$ cat config.mk
export PLATFORM = sky130hd
export DESIGN_NAME = printer_job_sequencer
export DESIGN_NICKNAME = d
export VERILOG_FILES = /design/src/rtl/printer_pkg.sv /design/src/rtl/phase_watchdog.sv /design/src/rtl/printer_job_sequencer.sv
export SDC_FILE = /design/constraint.sdc
export NUM_CORES = 1
export LEC_CHECK = 0
export ABC_CLOCK_PERIOD_IN_PS = 2700
export CELL_PAD_IN_SITES_DETAIL_PLACEMENT = 0
export CELL_PAD_IN_SITES_GLOBAL_PLACEMENT = 1
export CORE_MARGIN = 5
export CORE_UTILIZATION = 40
export DETAILED_ROUTE_END_ITERATION = 16
export HOLD_SLACK_MARGIN = 0.06
export PLACE_DENSITY = 0.86
export REMOVE_ABC_BUFFERS = 1
export SLEW_MARGIN = 20
export SYNTH_ARGS = -nofsm -noshare
export SYNTH_HDL_FRONTEND = slang
export SYNTH_SLANG_ARGS = --single-unit
$ cat constraint.sdc
create_clock -name CLK -period 2.7 [get_ports CLK]
set_input_delay 0.81 -clock CLK [delete_from_list [all_inputs] [get_ports CLK]]
set_output_delay 0.81 -clock CLK [all_outputs]
set_load 0.01 [all_outputs]
$ cat src/rtl/printer_pkg.sv
// Shared printer definitions: head mode codes and bus widths used by the
// carriage head and the job sequencer.
package printer_pkg;
  localparam int PRINTER_MODE_W = 8;
  localparam int PRINTER_PASS_W = 8;
  localparam int WD_W           = 16;

  typedef logic [PRINTER_MODE_W-1:0] printer_mode_t;
  typedef logic [PRINTER_PASS_W-1:0] printer_pass_t;

  localparam printer_mode_t S_PRINTER_STOP    = 8'd0;
  localparam printer_mode_t S_PRINTER_CONTROL = 8'd1;
  localparam printer_mode_t S_PRINTER_CENTER  = 8'd2;
  localparam printer_mode_t S_PRINTER_COLLECT = 8'd3;
endpackage

$ cat src/rtl/phase_watchdog.sv
// Free-running phase cycle counter; expired_o flags the last cycle of a
// limit_i-cycle window so the owner can transition on that edge.
module phase_watchdog
  import printer_pkg::*;
(
  input  logic            clk_i,
  input  logic            rst_i,
  input  logic            clr_i,
  input  logic            en_i,
  input  logic [WD_W-1:0] limit_i,
  output logic            expired_o
);

  localparam logic [WD_W-1:0] CNT_ONE = 'd1;

  logic [WD_W-1:0] cnt_q, cnt_d;

  always_comb begin
    cnt_d = cnt_q;
    if (clr_i)     cnt_d = '0;
    else if (en_i) cnt_d = cnt_q + CNT_ONE;
  end

  always_ff @(posedge clk_i) begin
    if (rst_i) cnt_q <= '0;
    else       cnt_q <= cnt_d;
  end

  // Widened compare so a limit near the counter's top never wraps.
  assign expired_o = en_i && (({1'b0, cnt_q} + 17'd1) == {1'b0, limit_i});

endmodule

$ cat src/rtl/printer_job_sequencer.sv
// Job-level carriage controller: settle, center, N sweeps, collect, park,
// with per-phase watchdogs that drop into a sticky FAULT state.
module printer_job_sequencer
  import printer_pkg::*;
#(
  parameter int SETTLE_CYCLES   = 16,
  parameter int CENTER_TIMEOUT  = 4000,
  parameter int PASS_TIMEOUT    = 20000,
  parameter int COLLECT_TIMEOUT = 4000
) (
  input  logic                      CLK,
  input  logic                      RST,
  input  logic                      Start,
  input  logic                      Abort,
  input  logic [PRINTER_PASS_W-1:0] Passes,
  input  logic                      HeadDone,
  input  logic                      HeadLineReset,
  output logic [PRINTER_MODE_W-1:0] Mode,
  output logic                      Busy,
  output logic                      JobDone,
  output logic                      Fault,
  output logic [PRINTER_PASS_W-1:0] PassCount
);

  typedef enum logic [2:0] {
    ST_IDLE, ST_SETTLE, ST_CENTER, ST_CONTROL, ST_COLLECT, ST_PARK, ST_FAULT
  } seq_state_e;

  localparam logic [WD_W-1:0] SETTLE_LIM  = WD_W'(SETTLE_CYCLES);
  localparam logic [WD_W-1:0] CENTER_LIM  = WD_W'(CENTER_TIMEOUT);
  localparam logic [WD_W-1:0] PASS_LIM    = WD_W'(PASS_TIMEOUT);
  localparam logic [WD_W-1:0] COLLECT_LIM = WD_W'(COLLECT_TIMEOUT);

  function automatic printer_mode_t mode_of(seq_state_e s);
    case (s)
      ST_CENTER:  return S_PRINTER_CENTER;
      ST_CONTROL: return S_PRINTER_CONTROL;
      ST_COLLECT: return S_PRINTER_COLLECT;
      default:    return S_PRINTER_STOP;
    endcase
  endfunction

  function automatic logic is_busy(seq_state_e s);
    return !(s == ST_IDLE || s == ST_FAULT);
  endfunction

  seq_state_e    state_q, state_d, next_q, next_d;
  printer_pass_t passes_q, passes_d, pcnt_q, pcnt_d;
  printer_mode_t mode_q;
  logic          hlr_prev_q, aborted_q, aborted_d;
  logic          busy_q, jdone_q, jdone_d, fault_q, fault_d;

  logic            rise;
  printer_pass_t   pcnt_inc;
  logic            wd_en, wd_clr, wd_exp;
  logic [WD_W-1:0] wd_limit;
  logic            st_en, st_clr, st_exp;

  assign rise     = HeadLineReset & ~hlr_prev_q;
  assign pcnt_inc = pcnt_q + 8'd1;

  always_comb begin
    state_d   = state_q;
    next_d    = next_q;
    passes_d  = passes_q;
    pcnt_d    = pcnt_q;
    aborted_d = aborted_q;
    fault_d   = fault_q;
    jdone_d   = 1'b0;
    case (state_q)
      ST_IDLE, ST_FAULT: begin
        if (Start && !Abort) begin
          passes_d  = Passes;
          pcnt_d    = '0;
          fault_d   = 1'b0;
          aborted_d = 1'b0;
          next_d    = ST_CENTER;
          state_d   = ST_SETTLE;
        end
      end
      ST_SETTLE: begin
        if (Abort) begin
          state_d   = ST_PARK;
          aborted_d = 1'b1;
        end else if (st_exp) begin
          state_d = next_q;
        end
      end
      ST_CENTER: begin
        if (Abort) begin
          state_d   = ST_PARK;
          aborted_d = 1'b1;
        end else if (HeadDone) begin
          // Zero-pass jobs skip sweeping; the head clears Done itself in CONTROL.
          if (passes_q == '0) begin
            state_d = ST_SETTLE;
            next_d  = ST_COLLECT;
          end else begin
            state_d = ST_CONTROL;
          end
        end else if (wd_exp) begin
          state_d = ST_FAULT;
          fault_d = 1'b1;
        end
      end
      ST_CONTROL: begin
        if (Abort) begin
          state_d   = ST_PARK;
          aborted_d = 1'b1;
        end else if (rise) begin
          pcnt_d = pcnt_inc;
          if (pcnt_inc == passes_q) begin
            state_d = ST_SETTLE;
            next_d  = ST_COLLECT;
          end
        end else if (wd_exp) begin
          state_d = ST_FAULT;
          fault_d = 1'b1;
        end
      end
      ST_COLLECT: begin
        if (Abort) begin
          state_d   = ST_PARK;
          aborted_d = 1'b1;
        end else if (HeadDone) begin
          state_d = ST_PARK;
        end else if (wd_exp) begin
          state_d = ST_FAULT;
          fault_d = 1'b1;
        end
      end
      ST_PARK: begin
        if (st_exp) begin
          state_d = ST_IDLE;
          jdone_d = !aborted_q;
        end
      end
      default: state_d = ST_IDLE;
    endcase
  end

  always_comb begin
    wd_limit = '1;
    case (state_q)
      ST_CENTER:  wd_limit = CENTER_LIM;
      ST_CONTROL: wd_limit = PASS_LIM;
      ST_COLLECT: wd_limit = COLLECT_LIM;
      default:    wd_limit = '1;
    endcase
  end

  // A reversal restarts the pass watchdog without a state change.
  assign wd_en  = (state_q == ST_CENTER) || (state_q == ST_CONTROL) ||
                  (state_q == ST_COLLECT);
  assign wd_clr = (state_d != state_q) || ((state_q == ST_CONTROL) && rise);
  assign st_en  = (state_q == ST_SETTLE) || (state_q == ST_PARK);
  assign st_clr = (state_d != state_q);

  phase_watchdog u_wd (
    .clk_i     (CLK),
    .rst_i     (RST),
    .clr_i     (wd_clr),
    .en_i      (wd_en),
    .limit_i   (wd_limit),
    .expired_o (wd_exp)
  );

  phase_watchdog u_settle (
    .clk_i     (CLK),
    .rst_i     (RST),
    .clr_i     (st_clr),
    .en_i      (st_en),
    .limit_i   (SETTLE_LIM),
    .expired_o (st_exp)
  );

  always_ff @(posedge CLK) begin
    if (RST) begin
      state_q    <= ST_IDLE;
      next_q     <= ST_IDLE;
      passes_q   <= '0;
      pcnt_q     <= '0;
      hlr_prev_q <= 1'b0;
      aborted_q  <= 1'b0;
      mode_q     <= S_PRINTER_STOP;
      busy_q     <= 1'b0;
      jdone_q    <= 1'b0;
      fault_q    <= 1'b0;
    end else begin
      state_q    <= state_d;
      next_q     <= next_d;
      passes_q   <= passes_d;
      pcnt_q     <= pcnt_d;
      hlr_prev_q <= HeadLineReset;
      aborted_q  <= aborted_d;
      mode_q     <= mode_of(state_d);
      busy_q     <= is_busy(state_d);
      jdone_q    <= jdone_d;
      fault_q    <= fault_d;
    end
  end

  assign Mode      = mode_q;
  assign Busy      = busy_q;
  assign JobDone   = jdone_q;
  assign Fault     = fault_q;
  assign PassCount = pcnt_q;

endmodule

* After elaboration in Yosys (flattened, before gate mapping)
Cells that the tools add are included.
** Word-level totals
- Register bits after elaboration :: 67
- Bits in latches :: 0
- Memory bits (writable) :: 0
- ROM bits :: 0
- Bits of input ports :: 14
- Output and inout bits :: 19
- Logic and storage cells :: 113
- Memories :: 0
** Cells by class
- $add $sub $neg :: 5
- Multipliers :: 0
- Div/mod/pow operators :: 0
- $lt $le $gt $ge :: 0
- Equality and inequality tests :: 25
- Shift operators :: 0
- Mux-type cells :: 37
- Bitwise gates (word level) :: 4
- Reductions and logical operators :: 30
** Operators by type and width (number)
- 3-bit 2-to-1 mux :: 19
- 16-bit by 1-bit adder with 17-bit output, second input constant :: 2
- 16-bit by 1-bit adder with 16-bit output, second input constant :: 2
- 16-bit case mux with 2 select lines :: 1
- 8-bit 2-to-1 mux :: 3
- 2-bit inequality test, second input constant :: 10
- 3-bit case mux with 6 select lines :: 1
- 17-bit by 16-bit == test with 1-bit output :: 1
- 17-bit by 5-bit == test with 1-bit output, second input constant :: 1
- 8-bit case mux with 2 select lines :: 1
- 3-bit == test, second input constant :: 5
- 3-bit by 2-bit == test with 1-bit output, second input constant :: 4
- 3-bit case mux with 3 select lines :: 1
- 8-bit by 1-bit adder with 8-bit output, second input constant :: 1
- 8-bit == test :: 1
- 8-bit zero test :: 1
- 8-bit AND reduction :: 1
- 2-bit OR reduction :: 4
- 1-bit 2-to-1 mux :: 7
- 3-bit zero test :: 2
- 2-bit case mux with 3 select lines :: 1
- 6-bit AND reduction :: 1
- 3-bit nonzero test :: 2
- 1-bit logical OR :: 5
- 16 further kinds :: 24

* Longest topological paths before layout
- Depth in word-level cells :: 12
- Depth in mapped cells :: 12

* Hierarchy
Synthesis repeated with hierarchy kept, for this count alone.
** Second synthesis, totals
- Cells, all modules :: 547
- Area, all modules :: 4214.0 sq um
** By module, submodules not included
- phase_watchdog :: instances 2, cells an instance 156, area an instance 1217.4 sq um, seq. area each 320.3 sq um
- printer_job_sequencer :: instances 1, cells an instance 235, area an instance 1779.2 sq um, seq. area each 560.5 sq um

* Least setup slack after synthesis
No wires, ideal clock.
- Path type :: register to register
- Start :: register u_wd.cnt_q[0]
- End :: register u_wd.cnt_q[15]
- Arrival time :: 2.434 ns
- Data required time :: 2.559 ns
- Setup slack :: 0.125 ns
- Cell stages (with the launch flop) :: 12
- Period minus slack after synthesis :: 2.575 ns
- Cell sequence :: dfxtp_1 ha_1 nand3_4 nor4_1 nor3_1 nor3_2 nand4b_1 nor3_1 a31oi_1 o2111ai_4 buf_6 nor3_2
** Between the ends
- Cells in the longest elaborated chain, start to end :: 10
- Elaborated cells on any way between the ends :: 15
- Classes of those cells :: 2 x add/sub; 2 x eq/ne; 8 x mux; 3 x reduce/logical
** RTL lines
- start: declaration :: RTL line phase_watchdog.sv:16 : logic [WD_W-1:0] cnt_q, cnt_d;
- start signal: assignment :: RTL line phase_watchdog.sv:26 : else cnt_q <= cnt_d;
- 16-bit by 1-bit adder with 17-bit output :: RTL line phase_watchdog.sv:30 : assign expired_o = en_i && (({1'b0, cnt_q} + 17'd1) == {1'b0, limit_i});
- 17-bit by 16-bit == test with 1-bit output :: RTL line phase_watchdog.sv:30
- 1-bit logical AND :: RTL line phase_watchdog.sv:30
- 3-bit 2-to-1 mux :: RTL line printer_job_sequencer.sv:101, printer_job_sequencer.sv:116, printer_job_sequencer.sv:127
- 3-bit 2-to-1 mux (on tied branches) :: RTL line printer_job_sequencer.sv:125, printer_job_sequencer.sv:93, printer_job_sequencer.sv:110
- 3-bit 2-to-1 mux (on tied branches) :: RTL line printer_job_sequencer.sv:122, printer_job_sequencer.sv:90, printer_job_sequencer.sv:107
- 3-bit case mux with 6 select lines :: RTL line printer_job_sequencer.sv:70 : case (state_q)
- 3-bit inequality test :: RTL line printer_job_sequencer.sv:155 : assign wd_clr = (state_d != state_q) || ((state_q == ST_CONTROL) && rise);
- 1-bit logical OR :: RTL line printer_job_sequencer.sv:155
- 2-bit OR reduction (no source line)
Parallel ways exist; a longest one is shown, timed or not.
A chain may end at the register's enable or synchronous reset.

* Worst setup path in the final report
- Start :: register u_wd.cnt_q[2]
- End :: register u_wd.cnt_q[12]
The elaborated chain is that of the path after synthesis.

==> metrics.md <==
| Metric | Value |
|---|---|
| Final nets | a little over 600 |
| Vias | 3938 |
| Area of the die | between 10000 and 15000 um2 |
| H-tree levels | 3 |
| Most common flop cell mapped by yosys | dfxtp_1 |
| Placer Congestion | 0.842 |
| First-pass GRT wire length | approximately 17 mm |
| Sequential share of the synthesized area | 0.297 |
| Yosys warning total | 0 |
| Power per cell area | 394 nW/um2 |
| Status | finished clean |
| Synth area leader | dfxtp_1 |
| Skew final | roughly 0.012 ns |
| Ratio of cells with drive above 1 in the final layout | 0.251 |
| Mapped Area | 4050 um2 |
| Setup_tns | 0 ns |
| Worst slew pin tran | about 0.51 ns |
| CTS tree | built |
| Crit-path slowest cell | dfxtp_1 |
| Cells along the critical path | nand4_4, nor2_2, buf_4, nand4b_1, o211a_1, nand4b_1, nor3_2, a31oi_2, o2111ai_4, clkbuf_16, nor3_2 |
| Leak | 1.92 nW |
| Max-cap violations | 0 |
| DP HPWL | roughly 7.7 mm |
| Total gr overflow | 0 |
| Top cells by count, synth | 60 x dfxtp_1, 56 x nor2_1, 49 x nand2_1 |
| DR DRC count | 0 |
| Reg area | roughly 1200 um2 |
| All-Layer GR Usage | 0.166 |
| Drt initial violations | between 200 and 250 |
| CP arrival | 2.91 ns |
| First-pass DRT Iterations | 4 |
| Max Fanout on Critical Path | 7 |
| Post-synth top area share | 0.297 |
| I/O Pins | 33 |
| Post-synth EDFFs | 0 |
| Chip height | between 100 and 150 um |
| Final setup viols | 0 |
| Rows | 36 |
| Slew margin rel. | 0.654 |
| Vias in the first global route | between 3000 and 4000 |
| Final WL | roughly 11 mm |
| Antenna violations before repair | 0 |
| DR WL/cell | 14.3 um |
| Port buffer count | 26 |
| Worst Hold Class | register to register |
| Die boundary width | 111 um |
| Synthesized area per cell | slightly below 8 um2 |
| Latest clock arrival within the worst-skew pair | approximately 0.35 ns |
| CP startpoint kind | register |
| Clock slew at reported path FFs | about 0.080 ns |
| Synth top area cells | dfxtp_1 30%, xnor2_1 7.6%, nor2_1 5.2% |
| Min cycle time layout | ~2.7 ns |
| Final hold violation count | 0 |
| Synth cell types | 62 |
| Mapped Cells | between 500 and 600 |
| Post-placement cell area | 4820 um2 |
| Tightest hold margin | approximately 0.49 ns |
| Multi-input gate area | between 2000 and 3000 um2 |
| CTS Buf Count | 9 |
| Max Clock Freq | 373 MHz |
| Top-count cell post-synth | dfxtp_1 |
| Finished Cell Area | 5270 um2 |
| Critical path capture point type | register |
| Sink Count | 60 |
| ANT nets after route | 0 |
| Async SR Flop Fraction | 0 |
| RSZ-0062 raised after global routing | yes |
| Clock root buffer | clkbuf_8 |
| Max IR drop VDD | 0.247 mV |
| Initial Utilization | 0.412 |
| Area of the core | a little under 10000 um2 |
| Period utilization | 0.993 |
| ANT cells | 0 |
| WP data required | 2.93 ns |
| Pin count of the biggest net entering global routing | 29 |
| Crit-path max cell delay | ~0.45 ns |
| Clock Tree Buf Depth | 2 |
| FF+latch count, synth | 60 |
| Slew Viols, Final | 0 |
| Vias per std cell | 5.37 |
| Final-layout fill cell count | between 900 and 1000 |
| Area growth, synth to finish | 30.3% |
| Crit Path Category | register to register |
-- critical path: cells and delay by family, from the launching register on --
family                 cells  cell delay [ns]
AO/OA/AOI/OAI              3             0.65
flip-flops                 1             0.45
AND/OR/NAND/NOR            6             1.06
buffers and inverters      2             0.39
-- logic make-up after synthesis --
kind of cell,synth area share
AOI/OAI and AO/OA,0.151
xor gates and xnor gates,0.117
adders and majority gates,0.00928
buffers and inverters,0.0643
DFF,0.297
muxes,0.0148
other,0.000927
and+or+nand+nor,0.346
-- timing repair --
item / in CTS / in global routing
pin swaps: 0 / 17
resized for setup: 2 / 42
hold buffers: 0 / 0
hold endpoints to repair: 0 / 0
buffers inserted: 0 / 6
setup endpoints to repair: 18 / 36
gates cloned: 0 / 1
-- final timing paths --
path,endpoint,slack [ns],depth (start not counted),startpoint
hold reg to reg,passes_q[3]$_SDFFE_PP0P_,0.49,2,passes_q[3]$_SDFFE_PP0P_
setup / recovery,u_wd.cnt_q[12]$_SDFFE_PP0P_,0.02,11,u_wd.cnt_q[2]$_SDFFE_PP0P_
setup reg to reg,u_wd.cnt_q[12]$_SDFFE_PP0P_,0.02,11,u_wd.cnt_q[2]$_SDFFE_PP0P_
hold / removal,passes_q[3]$_SDFFE_PP0P_,0.49,2,passes_q[3]$_SDFFE_PP0P_
-- per-layer routing --
layer  vias to the layer above  GRT usage  part of all wire  wire length [um]
met5                         -          0                 0                 0
met4                         0     0.0722             0.016               165
met3                        14     0.0202             0.023               244
met2                        55      0.278              0.50              5230
met1                      1890      0.214              0.46              4880
li1                       1979          -                 -                 -
-- power by group --
group	switching (mW)	total [mW]	leakage (nW)	internal (mW)
clock network	0.377	0.707	0.0783	0.330
registers	0.0194	0.930	0.489	0.911
logic	0.239	0.439	1.35	0.199
-- through the flow --
step	util	setup WS, ns	total power [mW]	cells
6_report	0.537	0.0180	2.08	734
5_1_grt	0.537	-0.132	2.18	734
4_1_cts	0.509	0.00707	2.06	727
3_5_place_dp	0.490	-0.328	1.35	711
3_3_place_gp	0.490	-0.285	1.34	711
2_1_floorplan	-	-0.172	1.17	485
-- flip-flops by register name, indices dropped and copies added (netlist names) --
| name | count |
|---|---|
| aborted_q | 1 |
| Mode | 2 |
| next_q | 2 |
| u_settle.cnt_q | 16 |
| PassCount | 8 |
| u_wd.cnt_q | 16 |
| Busy | 1 |
| JobDone | 1 |
| hlr_prev_q | 1 |
| state_q | 3 |
| Fault | 1 |
| passes_q | 8 |
-- layout by cell type (no fill, tap or decap), drive strengths merged, types with 3 or more instances in the layout --
master         instances
a21oi                 34
or2                    3
nand4b                 5
clkbuf                11
nand4                 16
nand2                 49
nand2b                 4
o21a                   3
nor3                  35
inv                   12
buf                   73
nor2b                 12
dfxtp                 60
nand3b                 3
and3                  11
o2111ai                3
and2                   9
clkdlybuf4s50         26
nand3                 23
xor2                  19
conb                   6
nor2                  56
mux2i                  6
or3                   10
a31oi                  5
clkinv                 3
and4                   4
a21o                   3
o21ai                 17
ha                     3
a211oi                 8
xnor2                 35
clkinvlp               3
nor4                  10
-- cell type report --
| cell class | count | area share |
|---|---|---|
| inverters | 12 | 0.00854 |
| repair buffers | 100 | 0.165 |
| clock buffers | 10 | 0.0242 |
| multi-input cells | 413 | 0.532 |
| clock inverters | 6 | 0.00783 |
| flip-flops and latches | 60 | 0.230 |
| well taps | 133 | 0.0316 |
Power figures use the tool's default switching activity.
